**src/rtl/aplic_pkg.sv**
```systemverilog
// Shared APLIC types: per-source mode encoding and the helpers used to
// classify and rectify an interrupt source.
package aplic_pkg;

  typedef enum logic [2:0] {
    SM_INACTIVE = 3'd0,
    SM_DETACHED = 3'd1,
    SM_EDGE1    = 3'd4,
    SM_EDGE0    = 3'd5,
    SM_LEVEL1   = 3'd6,
    SM_LEVEL0   = 3'd7
  } src_mode_e;

  function automatic logic is_edge(src_mode_e m);
    return (m == SM_EDGE1) || (m == SM_EDGE0);
  endfunction

  function automatic logic is_level(src_mode_e m);
    return (m == SM_LEVEL1) || (m == SM_LEVEL0);
  endfunction

  // Reserved encodings 2 and 3 fall into the default and read as inactive.
  function automatic logic rectify(src_mode_e m, logic f);
    logic r;
    case (m)
      SM_EDGE1, SM_LEVEL1: r = f;
      SM_EDGE0, SM_LEVEL0: r = ~f;
      default:             r = 1'b0;
    endcase
    return r;
  endfunction

endpackage

```
**src/rtl/aplic_src_filter.sv**
```systemverilog
// One interrupt source: configurable-depth synchronizer followed by a
// glitch filter that only accepts a new level after it has been stable.
module aplic_src_filter #(
  parameter int NrSyncLevels = 2,
  parameter int FilterW      = 4
) (
  input  logic               i_clk,
  input  logic               i_rst,
  input  logic               i_irq,
  input  logic [FilterW-1:0] i_filter_len,
  output logic               o_filt
);

  logic [NrSyncLevels-1:0] sync_q;
  logic [FilterW-1:0]      cnt_q;
  logic                    f_q;
  logic                    s;

  assign s = sync_q[NrSyncLevels-1];

  // The >= compare lets a shrink of i_filter_len mid-count resolve at once;
  // cnt only increments while below i_filter_len, so it can never wrap.
  always_ff @(posedge i_clk) begin
    if (i_rst) begin
      sync_q <= '0;
      cnt_q  <= '0;
      f_q    <= 1'b0;
    end else begin
      sync_q <= {sync_q[NrSyncLevels-2:0], i_irq};
      if (s == f_q) begin
        cnt_q <= '0;
      end else if (cnt_q >= i_filter_len) begin
        f_q   <= s;
        cnt_q <= '0;
      end else begin
        cnt_q <= cnt_q + 1'b1;
      end
    end
  end

  assign o_filt = f_q;

endmodule

```
**src/rtl/aplic_src_gateway.sv**
```systemverilog
// APLIC interrupt-source front-end: per-source sync + filter, then mode
// rectification and registered level / edge set-pending requests.
module aplic_src_gateway
  import aplic_pkg::*;
#(
  parameter int NrSources    = 32,
  parameter int NrSyncLevels = 2,
  parameter int FilterW      = 4
) (
  input  logic                   i_clk,
  input  logic                   i_rst,
  input  logic [NrSources-1:0]   i_irq_sources,
  input  logic [3*NrSources-1:0] i_sm,
  input  logic [FilterW-1:0]     i_filter_len,
  output logic [NrSources-1:0]   o_rectified,
  output logic [NrSources-1:0]   o_edge_req,
  output logic [NrSources-1:0]   o_level_req
);

  logic [NrSources-1:0]   filt;
  logic [NrSources-1:0]   rect;
  logic [NrSources-1:0]   edge_mode;
  logic [NrSources-1:0]   level_mode;
  logic [NrSources-1:0]   sm_same;
  logic [NrSources-1:0]   prev_q;
  logic [3*NrSources-1:0] sm_q;
  logic                   primed_q;

  for (genvar g = 0; g < NrSources; g++) begin : g_src
    src_mode_e sm_cur;

    aplic_src_filter #(
      .NrSyncLevels (NrSyncLevels),
      .FilterW      (FilterW)
    ) u_filter (
      .i_clk        (i_clk),
      .i_rst        (i_rst),
      .i_irq        (i_irq_sources[g]),
      .i_filter_len (i_filter_len),
      .o_filt       (filt[g])
    );

    assign sm_cur        = src_mode_e'(i_sm[3*g +: 3]);
    assign rect[g]       = rectify(sm_cur, filt[g]);
    assign edge_mode[g]  = is_edge(sm_cur);
    assign level_mode[g] = is_level(sm_cur);
    assign sm_same[g]    = (i_sm[3*g +: 3] == sm_q[3*g +: 3]);
  end

  // A mode change suppresses the pulse for one cycle while prev reloads, so
  // switching modes alone never produces an edge; primed masks the EDGE0
  // rising edge that would otherwise appear right out of reset.
  always_ff @(posedge i_clk) begin
    if (i_rst) begin
      o_rectified <= '0;
      o_level_req <= '0;
      o_edge_req  <= '0;
      prev_q      <= '0;
      sm_q        <= '0;
      primed_q    <= 1'b0;
    end else begin
      o_rectified <= rect;
      o_level_req <= rect & level_mode;
      o_edge_req  <= edge_mode & rect & ~prev_q & sm_same & {NrSources{primed_q}};
      prev_q      <= rect;
      sm_q        <= i_sm;
      primed_q    <= 1'b1;
    end
  end

endmodule

```
**config.mk**
```make
export PLATFORM = sky130hd
export DESIGN_NAME = aplic_src_gateway
export DESIGN_NICKNAME = d
export VERILOG_FILES = /design/src/rtl/aplic_pkg.sv /design/src/rtl/aplic_src_filter.sv /design/src/rtl/aplic_src_gateway.sv
export SDC_FILE = /design/constraint.sdc
export NUM_CORES = 1
export LEC_CHECK = 0
export CORE_MARGIN = 4
export CORE_UTILIZATION = 50
export DETAILED_ROUTE_END_ITERATION = 10
export MAX_ROUTING_LAYER = met4
export PLACE_DENSITY = 0.73
export SLEW_MARGIN = 10
export SYNTH_ARGS = -nofsm -noshare
export SYNTH_HDL_FRONTEND = slang
export SYNTH_HIERARCHICAL = 1
export SYNTH_SLANG_ARGS = --single-unit
```
**constraint.sdc**
```tcl
create_clock -name i_clk -period 1.5 [get_ports i_clk]
set_input_delay 0.15 -clock i_clk [delete_from_list [all_inputs] [get_ports i_clk]]
set_output_delay 0.15 -clock i_clk [all_outputs]
set_load 0.05 [all_outputs]
```
# After elaboration in Yosys (flattened, before gate mapping)
# Cells that the tools add are included.
[totals]
register_bits = 417
in_bits = 134
output_inout_bits = 96
elab_cells = 652
[op_classes]
addsub = 32
magnitude_cmp = 32
eq_ne = 192
mux = 33
bitwise = 70
reduce_logical = 192
[op_table]
columns = ["op", "count"]
rows = [
  ["3-bit == test (second input constant)", 128],
  ["32-bit AND", 5],
  ["4-bit by 1-bit adder with 4-bit output (second input constant)", 32],
  ["4-bit >= comparator", 32],
  ["2-bit OR reduction", 64],
  ["3-bit == test", 32],
  ["3-bit OR reduction", 32],
  ["1-bit logical OR", 64],
  ["1-bit inverter", 64],
  ["1-bit case mux with 2 select lines", 32],
  ["2-bit AND reduction", 32],
  ["1-bit == test", 32],
  ["32-bit inverter", 1],
  ["1-bit two-way mux", 1],
]

# Depth between registers and ports, before layout
[depth]
word_depth = 7
depth_mapped = 6
mapped_depth_nobuf = 6

# Modules after synthesis
# The synthesis kept the hierarchy.
[modules_own_cells]
columns = ["mod", "instances", "cells_per_inst", "area_each_um2"]
rows = [
  ["aplic_src_filter", 32, 36, 367.9],
  ["aplic_src_gateway", 1, 564, 6657.6],
]

# Least setup slack after synthesis
# No wires, ideal clock.
[synth_path]
path_kind = "register to register"
start = "register g_src[0].u_filter.cnt_q[0]"
end = "register g_src[0].u_filter.f_q"
setup_time_ns = 0.117
arrival_ns = 1.383
required_ns = 1.383
slack_ns = 0.000
path_stages_with_launch = 7
cell_sequence = "dfxtp_1 inv_1 ha_1 nand2b_4 a2111oi_4 or3b_1 a21oi_2"
[synth_via]
elab_chain_cells = 2
[synth_lines]
columns = ["item", "line", "text"]
rows = [
  ["start: declaration", "aplic_src_filter.sv:15", "logic [FilterW-1:0] cnt_q;"],
  ["start signal: assignment", "aplic_src_filter.sv:36", "cnt_q <= cnt_q + 1'b1;"],
  ["4-bit >= comparator", "aplic_src_filter.sv:32", "end else if (cnt_q >= i_filter_len) begin"],
  ["2-bit AND reduction (no line)", "n/a", ""],
  ["end signal: assignment", "aplic_src_filter.sv:33", "f_q <= s;"],
  ["end: declaration", "aplic_src_filter.sv:16", "logic f_q;"],
]
# No other way between the ends.
# A chain may end at the register's enable or synchronous reset.

# Final worst setup path
[layout_path]
start = "register g_src[13].u_filter.cnt_q[0]"
end = "register g_src[13].u_filter.cnt_q[0]"
[layout_via]
elab_chain_cells = 2
word_cells_on_any_way = 3
classes_between = "1 x add/sub; 1 x order compare; 1 x reduce/logical"
[layout_lines]
columns = ["item", "line"]
rows = [
  ["start: declaration", "aplic_src_filter.sv:15"],
  ["start signal: assignment", "aplic_src_filter.sv:36"],
  ["4-bit >= comparator", "aplic_src_filter.sv:32"],
  ["3-bit OR reduction (no line)", "n/a"],
]
# Parallel ways exist; a longest one is shown, timed or not.

==> metrics.txt <==
# TYPE chip_impl_metric gauge
chip_impl_metric{name="placeableCoreArea",unit="um2"} 36500
chip_impl_metric{name="netlist_instances",unit=""} 1716
chip_impl_info{name="cts_root_buf",value="clkbuf_16"} 1
chip_impl_metric{name="number_of_warnings_printed_during_yosys_synthesis",unit=""} 6
chip_impl_metric{name="numPortBuffers",unit=""} 229
chip_impl_metric{name="dr.pass1.iters",unit=""} 4
chip_impl_metric{name="clk_path_buf_depth",unit=""} 3
chip_impl_metric{name="cts_htree_levels",unit=""} 2
chip_impl_info{name="class_of_the_most_critical_hold_timing_path",value="in -> reg"} 1
chip_impl_metric{name="hold_viol",unit=""} 0
chip_impl_info{name="grt_setup_unrepaired",value="yes"} 1
chip_impl_metric{name="drc_errors",unit=""} 0
chip_impl_metric{name="clk_pin_slew",unit="ns"} 0.06
chip_impl_metric{name="via_count",unit=""} 12812
chip_impl_metric{name="routed_vias_inst",unit=""} 4.95
chip_impl_metric{name="fmax",unit="GHz"} 0.649
chip_impl_info{name="synth_top_family_by_area",value="simple AND/OR/NAND/NOR gates"} 1
chip_impl_metric{name="utilization",unit="%"} 65.1
chip_impl_metric{name="synth_xor_xnor_area_share",unit="%"} 6.08
chip_impl_metric{name="synth.area.mux_share",unit="%"} 0
chip_impl_metric{name="ir_worst_vdd",unit="mV"} 0.777
chip_impl_metric{name="postCtsHoldBufs",unit=""} 0
chip_impl_info{name="critPathSlowestCell",value="a2111oi_4"} 1
chip_impl_info{name="timing.critical_path.to_type",value="register"} 1
chip_impl_info{name="synth_largest_area_cell",value="dfxtp_1"} 1
chip_impl_metric{name="final.period_utilization",unit="%"} 103
chip_impl_metric{name="cap_viol_max_count",unit=""} 0
chip_impl_info{name="top_post_synthesis_cells_by_count",value="dfxtp_1, nor2_1, nor2b_1"} 1
chip_impl_metric{name="grt_max_degree",unit=""} 57
chip_impl_metric{name="numClockSinks",unit=""} 417
chip_impl_metric{name="row_count",unit=""} 70
chip_impl_metric{name="postRouteAntennaNets",unit=""} 0
chip_impl_info{name="result_of_the_run",value="complete, but fails checks"} 1
chip_impl_metric{name="die-width",unit="um"} 200
chip_impl_metric{name="setup-violations-final",unit=""} 5
chip_impl_metric{name="finalWorstPathRequiredPeriod",unit="ns"} 1.54
chip_impl_metric{name="worst_setup_margin",unit="ns"} -0.0402
chip_impl_info{name="cp-start-kind",value="register"} 1
chip_impl_metric{name="dp_slack",unit="ns"} -0.253
chip_impl_info{name="worst-setup-path-type",value="reg -> reg"} 1
chip_impl_metric{name="ys_ff_latch",unit=""} 417
chip_impl_metric{name="synthesis.area_per_instance",unit="um2"} 10.7
chip_impl_info{name="cts_tree",value="done"} 1
chip_impl_metric{name="synth_edf_count",unit=""} 0
chip_impl_metric{name="boundaryPins",unit=""} 230
chip_impl_metric{name="route.final.wire_length",unit="um"} 37700
chip_impl_metric{name="die_area",unit="um2"} 40000
chip_impl_metric{name="grt_overflow",unit=""} 0
chip_impl_metric{name="path_max_fanout",unit=""} 4
chip_impl_metric{name="dp.cells",unit=""} 2513
chip_impl_metric{name="pwr_density_cell",unit="nW/um2"} 1040
chip_impl_metric{name="total_power",unit="mW"} 24.6
chip_impl_info{name="postSynth.topFlopCell",value="dfxtp_1"} 1
chip_impl_info{name="synth.most_common_cell",value="dfxtp_1"} 1
chip_impl_metric{name="antenna_found_initial",unit=""} 0
chip_impl_info{name="synth.area.top_cells",value="dfxtp_1, ha_1, nor2b_1, a2111oi_4, xnor2_1"} 1
chip_impl_metric{name="antenna_cells_inserted",unit=""} 0
chip_impl_metric{name="grt_pass1_wl",unit="um"} 61500
chip_impl_metric{name="first_global_vias",unit=""} 13200
chip_impl_metric{name="worst_pin_slew",unit="ns"} 0.457
chip_impl_metric{name="worst_ep_required_time",unit="ns"} 1.96
chip_impl_metric{name="critical_path_arrival",unit="ns"} 2.00
chip_impl_metric{name="postSynth.asyncResetShare",unit="%"} 0
chip_impl_metric{name="postSynthNetCount",unit=""} 2010
chip_impl_metric{name="max-slew-margin-rel",unit="%"} 69.6
chip_impl_metric{name="max_stage_delay",unit="ns"} 0.42
chip_impl_metric{name="fraction_of_final_layout_cells_sized_beyond_drive_strength_1",unit="%"} 25.6
chip_impl_metric{name="post_synthesis_compound_gate_area_fraction",unit="%"} 11.4
chip_impl_metric{name="dp_hpwl",unit="um"} 26900
chip_impl_info{name="worstPathCellList",value="inv_2 -> ha_4 -> nand2b_4 -> a2111oi_4 -> o21ai_2 -> nor2_1"} 1
chip_impl_metric{name="floorplan.die.height",unit="um"} 200
chip_impl_metric{name="placed_area",unit="um2"} 22000
chip_impl_metric{name="timing.clock.skew",unit="ns"} 0.00916
chip_impl_metric{name="final_net_count",unit=""} 2387
chip_impl_metric{name="final_max_slew_viol_count",unit=""} 0
chip_impl_metric{name="avgRoutedWirePerCell",unit="um"} 14.6
chip_impl_info{name="failed_checks",value="negative setup slack"} 1
chip_impl_metric{name="netlist_area",unit="um2"} 18400
chip_impl_metric{name="clk-insertion-delay-late",unit="ns"} 0.55
chip_impl_metric{name="grt_use_total",unit="%"} 19.1
chip_impl_metric{name="place_congestion",unit=""} 0.790
chip_impl_metric{name="ys_seq_area_share",unit="%"} 45.3
chip_impl_metric{name="fillers",unit=""} 2875
chip_impl_metric{name="ys_types",unit=""} 26
chip_impl_metric{name="synth_top_area_share",unit="%"} 45.3
chip_impl_metric{name="final-instance-count-excl-fill",unit=""} 2587
chip_impl_metric{name="synth-adder-area-share",unit="%"} 10.9
chip_impl_metric{name="fin_area",unit="um2"} 23800
chip_impl_metric{name="cts_made_buffers",unit=""} 45
chip_impl_metric{name="synth_simple_gate_area_share",unit="%"} 22.6
chip_impl_metric{name="synthToLayoutAreaGrowth",unit="%"} 29.0
chip_impl_metric{name="initial_drt_markers",unit=""} 309
chip_impl_metric{name="power.leakage",unit="nW"} 9.84
chip_impl_metric{name="initial_utilization",unit="%"} 50.5
area by class of cell:
| cell class | instances | area (um2) | area share, % |
|---|---|---|---|
| clock inverter | 10 | 105 | 0.442 |
| multi-input combinational | 1121 | 9750 | 41.0 |
| timing repair buffer | 347 | 3060 | 12.9 |
| inverter | 161 | 604 | 2.54 |
| sequential | 417 | 8390 | 35.3 |
| tap | 468 | 586 | 2.46 |
| clock buffer | 63 | 1280 | 5.40 |
cells by family (layout without fill, tap and decap cells):
logic type      Yosys count  in the layout
simple gates            641            641
flops                   417            417
compound gates          192            192
buf+inv                 178            581
fa+ha+maj               160            160
xor+xnor                128            128
path summary, 6_finish.rpt:
check / cells after the start / to / slack (ns) / startpoint
max: 6 / g_src[13].u_filter/cnt_q[0] / -0.04 / g_src[13].u_filter/cnt_q[0]
min reg2reg: 1 / g_src[24].u_filter/sync_q[1] / 0.43 / g_src[24].u_filter/sync_q[0]
max reg2reg: 6 / g_src[13].u_filter/cnt_q[0] / -0.04 / g_src[13].u_filter/cnt_q[0]
min: 3 / g_src[24].u_filter/o_filt / 0.06 / i_rst
per-layer routing:
metal	up-vias	wire [um]	track usage, %
met5	-	0	-
met4	0	796	5.79
met3	59	1700	3.41
met2	209	18700	33.0
met1	6024	16400	22.7
li1	6520	-	-
layout by cell type, fill, tap and decap left out, types with 11 or more instances in the layout:
cell,instances
o21a_1,32
a21oi_2,32
or4b_1,29
dfxtp_1,384
xor2_1,32
o21ai_1,28
buf_12,11
ha_1,133
dfxtp_2,33
a211oi_1,29
or3b_2,32
nor2_1,191
inv_1,132
clkbuf_16,45
a2111oi_4,32
nand3b_1,61
ha_4,27
clkdlybuf4s50_1,128
nand3_1,32
o21ai_2,36
buf_4,203
or3b_1,35
nor2b_1,189
inv_2,29
and3b_1,32
nand2b_4,32
xnor2_1,96
registers in the layout, summed over array words and instances (netlist names):
register and flops:
g_src.u_filter/cnt_q 128, g_src.u_filter/o_filt 32, g_src.u_filter/sync_q 64, o_edge_req 32, o_level_req 32, prev_q 32
primed_q 1, sm_q 96
power breakdown:
group          internal [mW]  switching, mW
Sequential              11.4          0.130
Clock                   6.25           4.28
Combinational           1.34           1.23
critical path, delay by kind of cell (launching register included):
kind	cells	cell delay [ns]
DFF	1	0.34
and+or+nand+nor	2	0.28
AOI/OAI and AO/OA	2	0.58
buffers and inverters	1	0.05
adders and majority gates	1	0.22
through the flow:
stage          setup TNS, ns  hold slack, ns
2_1_floorplan              0           0.212
3_3_place_gp          -20.63           0.417
3_5_place_dp          -26.53           0.422
4_1_cts              -0.0192          0.0460
5_1_grt                -3.81          0.0679
6_report             -0.0925          0.0577
timing repair:
item                                    in CTS  in global routing
hold endpoints to repair                     0                  0
resized for setup                            9                 84
endpoints found under the setup margin     121                155
setup buffers                                1                  0
pin swaps                                   58                163
cloned                                       0                  0
(Power assumes the default switching activity.)
